File: src/rtl/mips_pkg.sv
// Shared MIPS32 pipeline types: handshake FSM states and the EX/MEM and MEM/WB
// register payloads, reused by the hazard unit and the write-back stage.
package mips_pkg;

  localparam int unsigned XLEN   = 32;
  localparam int unsigned REG_AW = 5;

  typedef enum logic {
    RUN  = 1'b0,
    WAIT = 1'b1
  } hs_state_e;

  typedef struct packed {
    logic              valid;
    logic              reg_write;
    logic              mem_to_reg;
    logic              mem_read;
    logic              mem_write;
    logic              branch;
    logic              zero;
    logic [XLEN-1:0]   branch_target;
    logic [XLEN-1:0]   alu_result;
    logic [XLEN-1:0]   store_data;
    logic [REG_AW-1:0] write_register;
  } exmem_t;

  typedef struct packed {
    logic              valid;
    logic              reg_write;
    logic              mem_to_reg;
    logic [XLEN-1:0]   read_data;
    logic [XLEN-1:0]   alu_result;
    logic [REG_AW-1:0] write_register;
  } memwb_t;

endpackage

File: src/rtl/mem_stage_dmem_handshake.sv
// Data-memory req/ack sequencer: RUN/WAIT FSM, wait counter, stall and timeout.
// Ports:
//   clk, rst      clock, synchronous active-high reset
//   access_c      an aligned memory op sits in the EX/MEM register
//   dmem_ack      memory completes the access this cycle
//   req_c         request to memory (combinational)
//   stall_c       access outstanding and not finishing this cycle
//   timeout_c     last permitted request cycle passed without an ack
module dmem_handshake
  import mips_pkg::*;
#(
  parameter int unsigned TIMEOUT = 16
) (
  input  logic clk,
  input  logic rst,
  input  logic access_c,
  input  logic dmem_ack,
  output logic req_c,
  output logic stall_c,
  output logic timeout_c
);

  localparam int unsigned CNT_W = $clog2(TIMEOUT);

  hs_state_e        state_q, state_d;
  logic [CNT_W-1:0] cnt_q, cnt_d;

  // State and wait-counter registers
  always_ff @(posedge clk) begin
    if (rst) begin
      state_q <= RUN;
      cnt_q   <= '0;
    end else begin
      state_q <= state_d;
      cnt_q   <= cnt_d;
    end
  end

  // Request is held while the op stays in EX/MEM; the counter numbers WAIT
  // cycles from 1, so RUN plus TIMEOUT-1 WAIT cycles gives TIMEOUT requests.
  always_comb begin
    state_d   = state_q;
    cnt_d     = '0;
    req_c     = access_c;
    timeout_c = (state_q == WAIT) & req_c & ~dmem_ack &
                (cnt_q == CNT_W'(TIMEOUT - 1));
    stall_c   = req_c & ~dmem_ack & ~timeout_c;
    case (state_q)
      RUN:     if (stall_c)  state_d = WAIT;
      WAIT:    if (!stall_c) state_d = RUN;
      default: state_d = RUN;
    endcase
    if (state_d == WAIT) cnt_d = cnt_q + CNT_W'(1);
  end

endmodule

File: src/rtl/mem_stage.sv
// MIPS32 memory stage: EX/MEM register, branch resolution, data-memory access
// over req/ack, registered MEM/WB bundle and error pulses.
// Ports:
//   clk, rst                     clock, synchronous active-high reset
//   ex_*                         execution-stage results and control bits
//   pc_src, branch_target        taken-branch redirect to fetch
//   stall                        freeze IF/ID/EX and EX/MEM
//   dmem_req/we/addr/wdata       memory request, dmem_ack/dmem_rdata response
//   wb_*                         registered MEM/WB bundle
//   misaligned, bus_error        one-cycle pulses with an aborted op's retirement
module mem_stage
  import mips_pkg::*;
#(
  parameter int unsigned TIMEOUT = 16
) (
  input  logic              clk,
  input  logic              rst,
  input  logic              ex_valid,
  input  logic              ex_reg_write,
  input  logic              ex_mem_to_reg,
  input  logic              ex_mem_read,
  input  logic              ex_mem_write,
  input  logic              ex_branch,
  input  logic              ex_zero,
  input  logic [XLEN-1:0]   ex_branch_target,
  input  logic [XLEN-1:0]   ex_alu_result,
  input  logic [XLEN-1:0]   ex_store_data,
  input  logic [REG_AW-1:0] ex_write_register,
  output logic              pc_src,
  output logic [XLEN-1:0]   branch_target,
  output logic              stall,
  output logic              dmem_req,
  output logic              dmem_we,
  output logic [XLEN-1:0]   dmem_addr,
  output logic [XLEN-1:0]   dmem_wdata,
  input  logic              dmem_ack,
  input  logic [XLEN-1:0]   dmem_rdata,
  output logic              wb_valid,
  output logic              wb_reg_write,
  output logic              wb_mem_to_reg,
  output logic [XLEN-1:0]   wb_read_data,
  output logic [XLEN-1:0]   wb_alu_result,
  output logic [REG_AW-1:0] wb_write_register,
  output logic              misaligned,
  output logic              bus_error
);

  exmem_t xm_q, xm_d;
  memwb_t wb_q, wb_d;
  logic   misaligned_q, misaligned_d;
  logic   bus_error_q, bus_error_d;

  logic mem_op_c, aligned_c, is_store_c, timeout_c;

  dmem_handshake #(.TIMEOUT(TIMEOUT)) u_hs (
    .clk       (clk),
    .rst       (rst),
    .access_c  (mem_op_c & aligned_c),
    .dmem_ack  (dmem_ack),
    .req_c     (dmem_req),
    .stall_c   (stall),
    .timeout_c (timeout_c)
  );

  // Pipeline registers
  always_ff @(posedge clk) begin
    if (rst) begin
      xm_q         <= '0;
      wb_q         <= '0;
      misaligned_q <= 1'b0;
      bus_error_q  <= 1'b0;
    end else begin
      xm_q         <= xm_d;
      wb_q         <= wb_d;
      misaligned_q <= misaligned_d;
      bus_error_q  <= bus_error_d;
    end
  end

  // Branch resolution, memory drive and next-register values
  always_comb begin
    mem_op_c      = xm_q.valid & (xm_q.mem_read | xm_q.mem_write);
    aligned_c     = (xm_q.alu_result[1:0] == 2'b00);
    // Read wins when both read and write are set
    is_store_c    = xm_q.mem_write & ~xm_q.mem_read;

    pc_src        = xm_q.valid & xm_q.branch & xm_q.zero;
    branch_target = xm_q.branch_target;
    dmem_we       = dmem_req & is_store_c;
    dmem_addr     = xm_q.alu_result;
    dmem_wdata    = xm_q.store_data;

    xm_d = xm_q;
    if (!stall) begin
      // A taken branch squashes the wrong-path instruction now in EX
      xm_d.valid          = ex_valid & ~pc_src;
      xm_d.reg_write      = ex_reg_write;
      xm_d.mem_to_reg     = ex_mem_to_reg;
      xm_d.mem_read       = ex_mem_read;
      xm_d.mem_write      = ex_mem_write;
      xm_d.branch         = ex_branch;
      xm_d.zero           = ex_zero;
      xm_d.branch_target  = ex_branch_target;
      xm_d.alu_result     = ex_alu_result;
      xm_d.store_data     = ex_store_data;
      xm_d.write_register = ex_write_register;
    end

    wb_d         = '0;
    misaligned_d = 1'b0;
    bus_error_d  = 1'b0;
    if (!stall) begin
      wb_d.valid          = xm_q.valid;
      wb_d.reg_write      = xm_q.valid & xm_q.reg_write & ~is_store_c;
      wb_d.mem_to_reg     = xm_q.valid & xm_q.mem_to_reg;
      wb_d.alu_result     = xm_q.alu_result;
      wb_d.write_register = xm_q.write_register;
      if (dmem_req & dmem_ack & xm_q.mem_read) wb_d.read_data = dmem_rdata;
      // Aborted accesses still retire but never write the register file
      if (mem_op_c & ~aligned_c) begin
        wb_d.reg_write = 1'b0;
        misaligned_d   = 1'b1;
      end
      if (timeout_c) begin
        wb_d.reg_write = 1'b0;
        bus_error_d    = 1'b1;
      end
    end
  end

  assign wb_valid          = wb_q.valid;
  assign wb_reg_write      = wb_q.reg_write;
  assign wb_mem_to_reg     = wb_q.mem_to_reg;
  assign wb_read_data      = wb_q.read_data;
  assign wb_alu_result     = wb_q.alu_result;
  assign wb_write_register = wb_q.write_register;
  assign misaligned        = misaligned_q;
  assign bus_error         = bus_error_q;

endmodule

File: config.mk
export PLATFORM = sky130hd
export DESIGN_NAME = mem_stage
export DESIGN_NICKNAME = d
export VERILOG_FILES = /design/src/rtl/mips_pkg.sv /design/src/rtl/mem_stage_dmem_handshake.sv /design/src/rtl/mem_stage.sv
export SDC_FILE = /design/constraint.sdc
export NUM_CORES = 1
export LEC_CHECK = 0
export ABC_AREA = 0
export BUFFER_PORTS_ARGS = -buffer_cell sky130_fd_sc_hd__buf_2
export CAP_MARGIN = 20
export CELL_PAD_IN_SITES_DETAIL_PLACEMENT = 0
export CELL_PAD_IN_SITES_GLOBAL_PLACEMENT = 1
export CORE_MARGIN = 8
export CORE_UTILIZATION = 36
export DETAILED_ROUTE_END_ITERATION = 16
export PLACE_DENSITY = 0.77
export SETUP_SLACK_MARGIN = 0.4
export SYNTH_ARGS = -nofsm -noshare
export SYNTH_HDL_FRONTEND = slang
export SYNTH_SLANG_ARGS = --single-unit
File: constraint.sdc
create_clock -name clk -period 2.1 [get_ports clk]
set_clock_uncertainty 0.05 [all_clocks]
set_input_delay 0.315 -clock clk [delete_from_list [all_inputs] [get_ports clk]]
set_output_delay 0.315 -clock clk [all_outputs]
set_load 0.05 [all_outputs]
Word-level counts from Yosys, hierarchy flattened --
Cells that the tools add are included.
Storage, ports and cells: register bits 187, bits of input ports 143, output and inout bits 174, logic and storage cells 58
Cells by class: $add $sub $neg 1, equal/unequal tests 1, mux-type cells 3, bitwise gates (word level) 27, reduce and logical (&&, ||, !) cells 5
Operators with widths (number):
- $and 1x1->1 | 18
- $not 1->1 | 8
- $add 4x1->4 const B | 1
- $eq 4x4->1 const B | 1
- $reduce_or 2->1 | 2
- $reduce_or 4->1 | 1
- $mux 1 | 3
- $reduce_or 3->1 | 1
- $logic_not 2->1 | 1
- $or 1x1->1 | 1

Depth between registers and ports, before layout --
word-level depth 11, gate-level depth with buffers 7, mapped depth without buffers 5

Hierarchy --
From an unflattened synthesis, not the netlist that was laid out.
Second synthesis, totals: cell total of the unflattened synthesis 634, area total of the unflattened synthesis 6889.1 um^2
By module, submodules not included:
- mem_stage | instances 1, cells an instance 613, area each 6685.2 um^2, seq. area each 3643.5 um^2
- dmem_handshake | instances 1, cells an instance 21, area each 203.9 um^2, seq. area each 100.1 um^2

Least setup slack after synthesis --
OpenSTA, ideal clock, no wires.
path type register -> output, start point register xm_q (netlist bit dmem_addr[0]), end point output port dmem_we, arrival time 1.756 ns, data required time 1.735 ns, setup slack -0.021 ns, stages on the path, launching flop included 4, buffers on the path 0, path through dfxtp_1 -> nor2_1 -> nand2_1 -> nor3b_1
On the way: longest elaborated chain between the ends 3
RTL lines:
- start, declared | line mem_stage.sv:48 | exmem_t xm_q, xm_d;
- start signal, assigned | line mem_stage.sv:73 | xm_q <= xm_d;
- $logic_not 2->1 | line mem_stage.sv:83 | aligned_c = (xm_q.alu_result[1:0] == 2'b00);
- $and 1x1->1 | line mem_stage.sv:58 | .access_c (mem_op_c & aligned_c),
- $and 1x1->1 | line mem_stage.sv:89 | dmem_we = dmem_req & is_store_c;
- end, declared | line mem_stage.sv:33 | output logic dmem_we,
Every way passes these cells.

Worst setup path after layout --
start point register u_hs.cnt_q[0], end point output port stall
On the way: longest elaborated chain between the ends 4
RTL lines:
- start, declared | line mem_stage_dmem_handshake.sv:26 | logic [CNT_W-1:0] cnt_q, cnt_d;
- start signal, assigned | line mem_stage_dmem_handshake.sv:35 | cnt_q <= cnt_d;
- $eq 4x4->1 | line mem_stage_dmem_handshake.sv:46 | (cnt_q == CNT_W'(TIMEOUT - 1));
- $and 1x1->1 | line mem_stage_dmem_handshake.sv:45 | timeout_c = (state_q == WAIT) & req_c & ~dmem_ack &
- $not 1->1 | line mem_stage_dmem_handshake.sv:47 | stall_c = req_c & ~dmem_ack & ~timeout_c;
- $and 1x1->1 | line mem_stage_dmem_handshake.sv:47
- end, declared | line mem_stage.sv:31 | output logic stall,
Every way passes these cells.

==> results_dict.tcl <==
set metrics [dict create \
    placedCellCount 1213 \
    setup-violations-final 0 \
    hold_buffers 0 \
    tns_ns 0 \
    powerDensity_mw_per_mm2 844 \
    dieArea_mm2 0.0264 \
    vias_per_cell 4.20 \
    gr-usage-all-layers 0.142 \
    crit_path_end_kind "primary output" \
    postSynthCellCount 746 \
    power_frac_clock 0.385 \
    clk_path_buf_depth 2 \
    cts_tree "built" \
    path_cells "ha_2, nand4_1, and3_4, buf_8" \
    place_congestion 0.761 \
    synth_ff_type "dfxtp_1" \
    finalPower_mw 8.13 \
    ios 317 \
    yosysSeqAreaShare 0.485 \
    yosys.area.top_type "dfxtp_1" \
    crit_required_ns 1.74 \
    critPathMaxFanout 3 \
    hold_depth 2 \
    reg2reg_depth 6 \
    drcViolationCount 0 \
    period_share 0.855 \
    start_util 0.368 \
    cts_buffers 17 \
    vdd_drop_max_mv 0.702 \
    synth_edf_count 0 \
    crit_family "simple AND/OR/NAND/NOR gates" \
    dr.first_iter.drc_count 165 \
    switching_share 0.293 \
    path_clk_slew_ns 0.08 \
    grt.overflow.total 0 \
    outcome "finished clean" \
    critical_path_class "register to primary output" \
    synthMostInstantiatedCell "nand2b_1" \
    r2r_start "u_hs.cnt_q[0]" \
    timing.rr.end "dmem_addr[21]" \
    power.leakage_nw 4.35 \
    rsz0062_at_grt "yes" \
    slowest_stage "dfxtp_2" \
    synth_top_area_share 0.485 \
    h-tree-depth 4 \
    grt_max_degree 111 \
    drt-total-wl_um 19700 \
    max_stage_delay_ns 0.33 \
    cts-root-buf "clkbuf_16" \
    min_path_type "input port to register" \
    antenna_found_initial 3 \
    grt_pass1_wl_um 29600 \
    ys_seq_elements 187 \
    portBuffers 316 \
    pwr-share-comb 0.149 \
    hold_slack_ns 0.0380 \
    hold-path-endpoint "wb_read_data[31]" \
    hold_viol_final 0 \
    dr.pass1.iters 4 \
    power.switching_mw 2.39 \
    finalMaxSlewViolations 0 \
    hpwl_um 14600 \
    drv_cap 0 \
    final_nets 1108 \
    wl_per_cell_um 15.7 \
    avgSynthCellArea_um2 10.4 \
    rrSetupSlack_ns 0.41 \
    synthesis.nets 890 \
    area_growth_pct 24.6 \
    dieWidth_um 162 \
    clk_latency_ns 0.42 \
    start_kind "register" \
    fp-row-count 53 \
    grt_pass1_vias 5372 \
    max-slew-margin-rel 0.769 \
    ys_types 29 \
    core_mm2 0.0210 \
    cp_num_buf_inv 1 \
    yosys-top-cells-count "211 x nand2b_1, 187 x dfxtp_1, 105 x mux2i_1, 103 x buf_4, 71 x and2_1" \
    intPower_mw 5.75 \
    min_period_ns 1.80 \
    max_slew.worst_pin.slew_ns 0.346 \
    synthArstFlopShare 0 \
    clock_sinks 187 \
    arrival_ns 1.43 \
    syn_area_mm2 0.00773 \
    seq_power_share 0.466 \
    diodes 0 \
    layout-drive-gt1-share 0.395 \
    ys_top_cells_by_area "dfxtp_1 48%, nand2b_1 17%, mux2i_1 14%, buf_4 10%, and2_1 5.7%" \
    synth-warning-count 0 \
    clock.fmax_mhz 557 \
    hold_start "dmem_rdata[31]" \
    ant_nets 0 \
    die_h_um 162 \
    fin_cells 1252 \
    vias 5258 \
]
## cells in the final DEF (no fill, tap or decap), drive strengths merged
master,n
a31oi,2
a32oi,1
and2,71
and3,2
buf,337
clkbuf,20
clkinv,4
dfxtp,187
ha,1
inv,11
mux2i,105
nand2,2
nand2b,211
nand3,2
nand3b,1
nand4,1
nand4b,1
nor2,8
nor2b,2
nor3,1
nor3b,3
nor4,1
o21ba,1
xnor2,1
xor2,1
## per-layer routing
metal / part of all wire / global-route usage
met2: 0.45 / 0.228
met3: 0.12 / 0.0766
met4: 0.0099 / 0.0379
met5: 0.0015 / 0
met1: 0.42 / 0.162
## metrics by stage
stage	worst slack, ns	cell area [µm²]	utilization
2_1_floorplan	0.455	7730	-
5_1_grt	0.236	9630	0.458
3_5_place_dp	0.274	8900	0.423
4_1_cts	0.260	9570	0.455
3_3_place_gp	0.294	8900	0.423
6_report	0.304	9630	0.458
## logic make-up (layout without fill, tap and decap cells)
family / Yosys count / count (layout) / share of synthesized area
buffers and inverters: 141 / 372 / 0.124
and+or+nand+nor: 306 / 306 / 0.247
AOI/OAI and AO/OA: 4 / 4 / 0.00405
DFF: 187 / 187 / 0.485
xor gates and xnor gates: 2 / 2 / 0.00227
muxes: 105 / 105 / 0.136
adders and majority gates: 1 / 1 / 0.00162
## worst max path at each step
| stage | from | to | depth (start not counted) |
|---|---|---|---|
| after floorplan | dmem_addr[0] | dmem_req | 3 |
| after global placement | dmem_ack | stall | 4 |
| after detailed placement | dmem_ack | dmem_wdata[3] | 5 |
| after CTS | dmem_addr[1] | dmem_we | 4 |
| after global routing | dmem_addr[0] | stall | 3 |
| final | u_hs.cnt_q[0] | stall | 4 |
## power by group through the flow
stage	Sequential, mW	Clock, mW	Combinational, mW
floorplan	3.98	0	0.867
global placement	3.87	0	1.20
detailed placement	3.87	0	1.21
CTS	3.79	3.27	1.22
global route	3.81	3.40	1.29
finish	3.79	3.13	1.21
## what timing repair did
item	in CTS	in global routing
setup buffers	4	1
pin swaps	5	4
endpoints found under the setup margin	45	110
gates resized for setup	20	7
cloned	0	2
## area by class of cell
| class | count | area, µm² |
|---|---|---|
| timing repair buffer | 338 | 1860 |
| tap | 275 | 344 |
| inverter | 2 | 7.51 |
| clock buffer | 19 | 453 |
| fill | 2054 | 11400 |
| sequential | 187 | 3760 |
| multi-input combinational | 418 | 3080 |
| clock inverter | 13 | 120 |
Note: power is estimated with default switching activity, not from simulation.
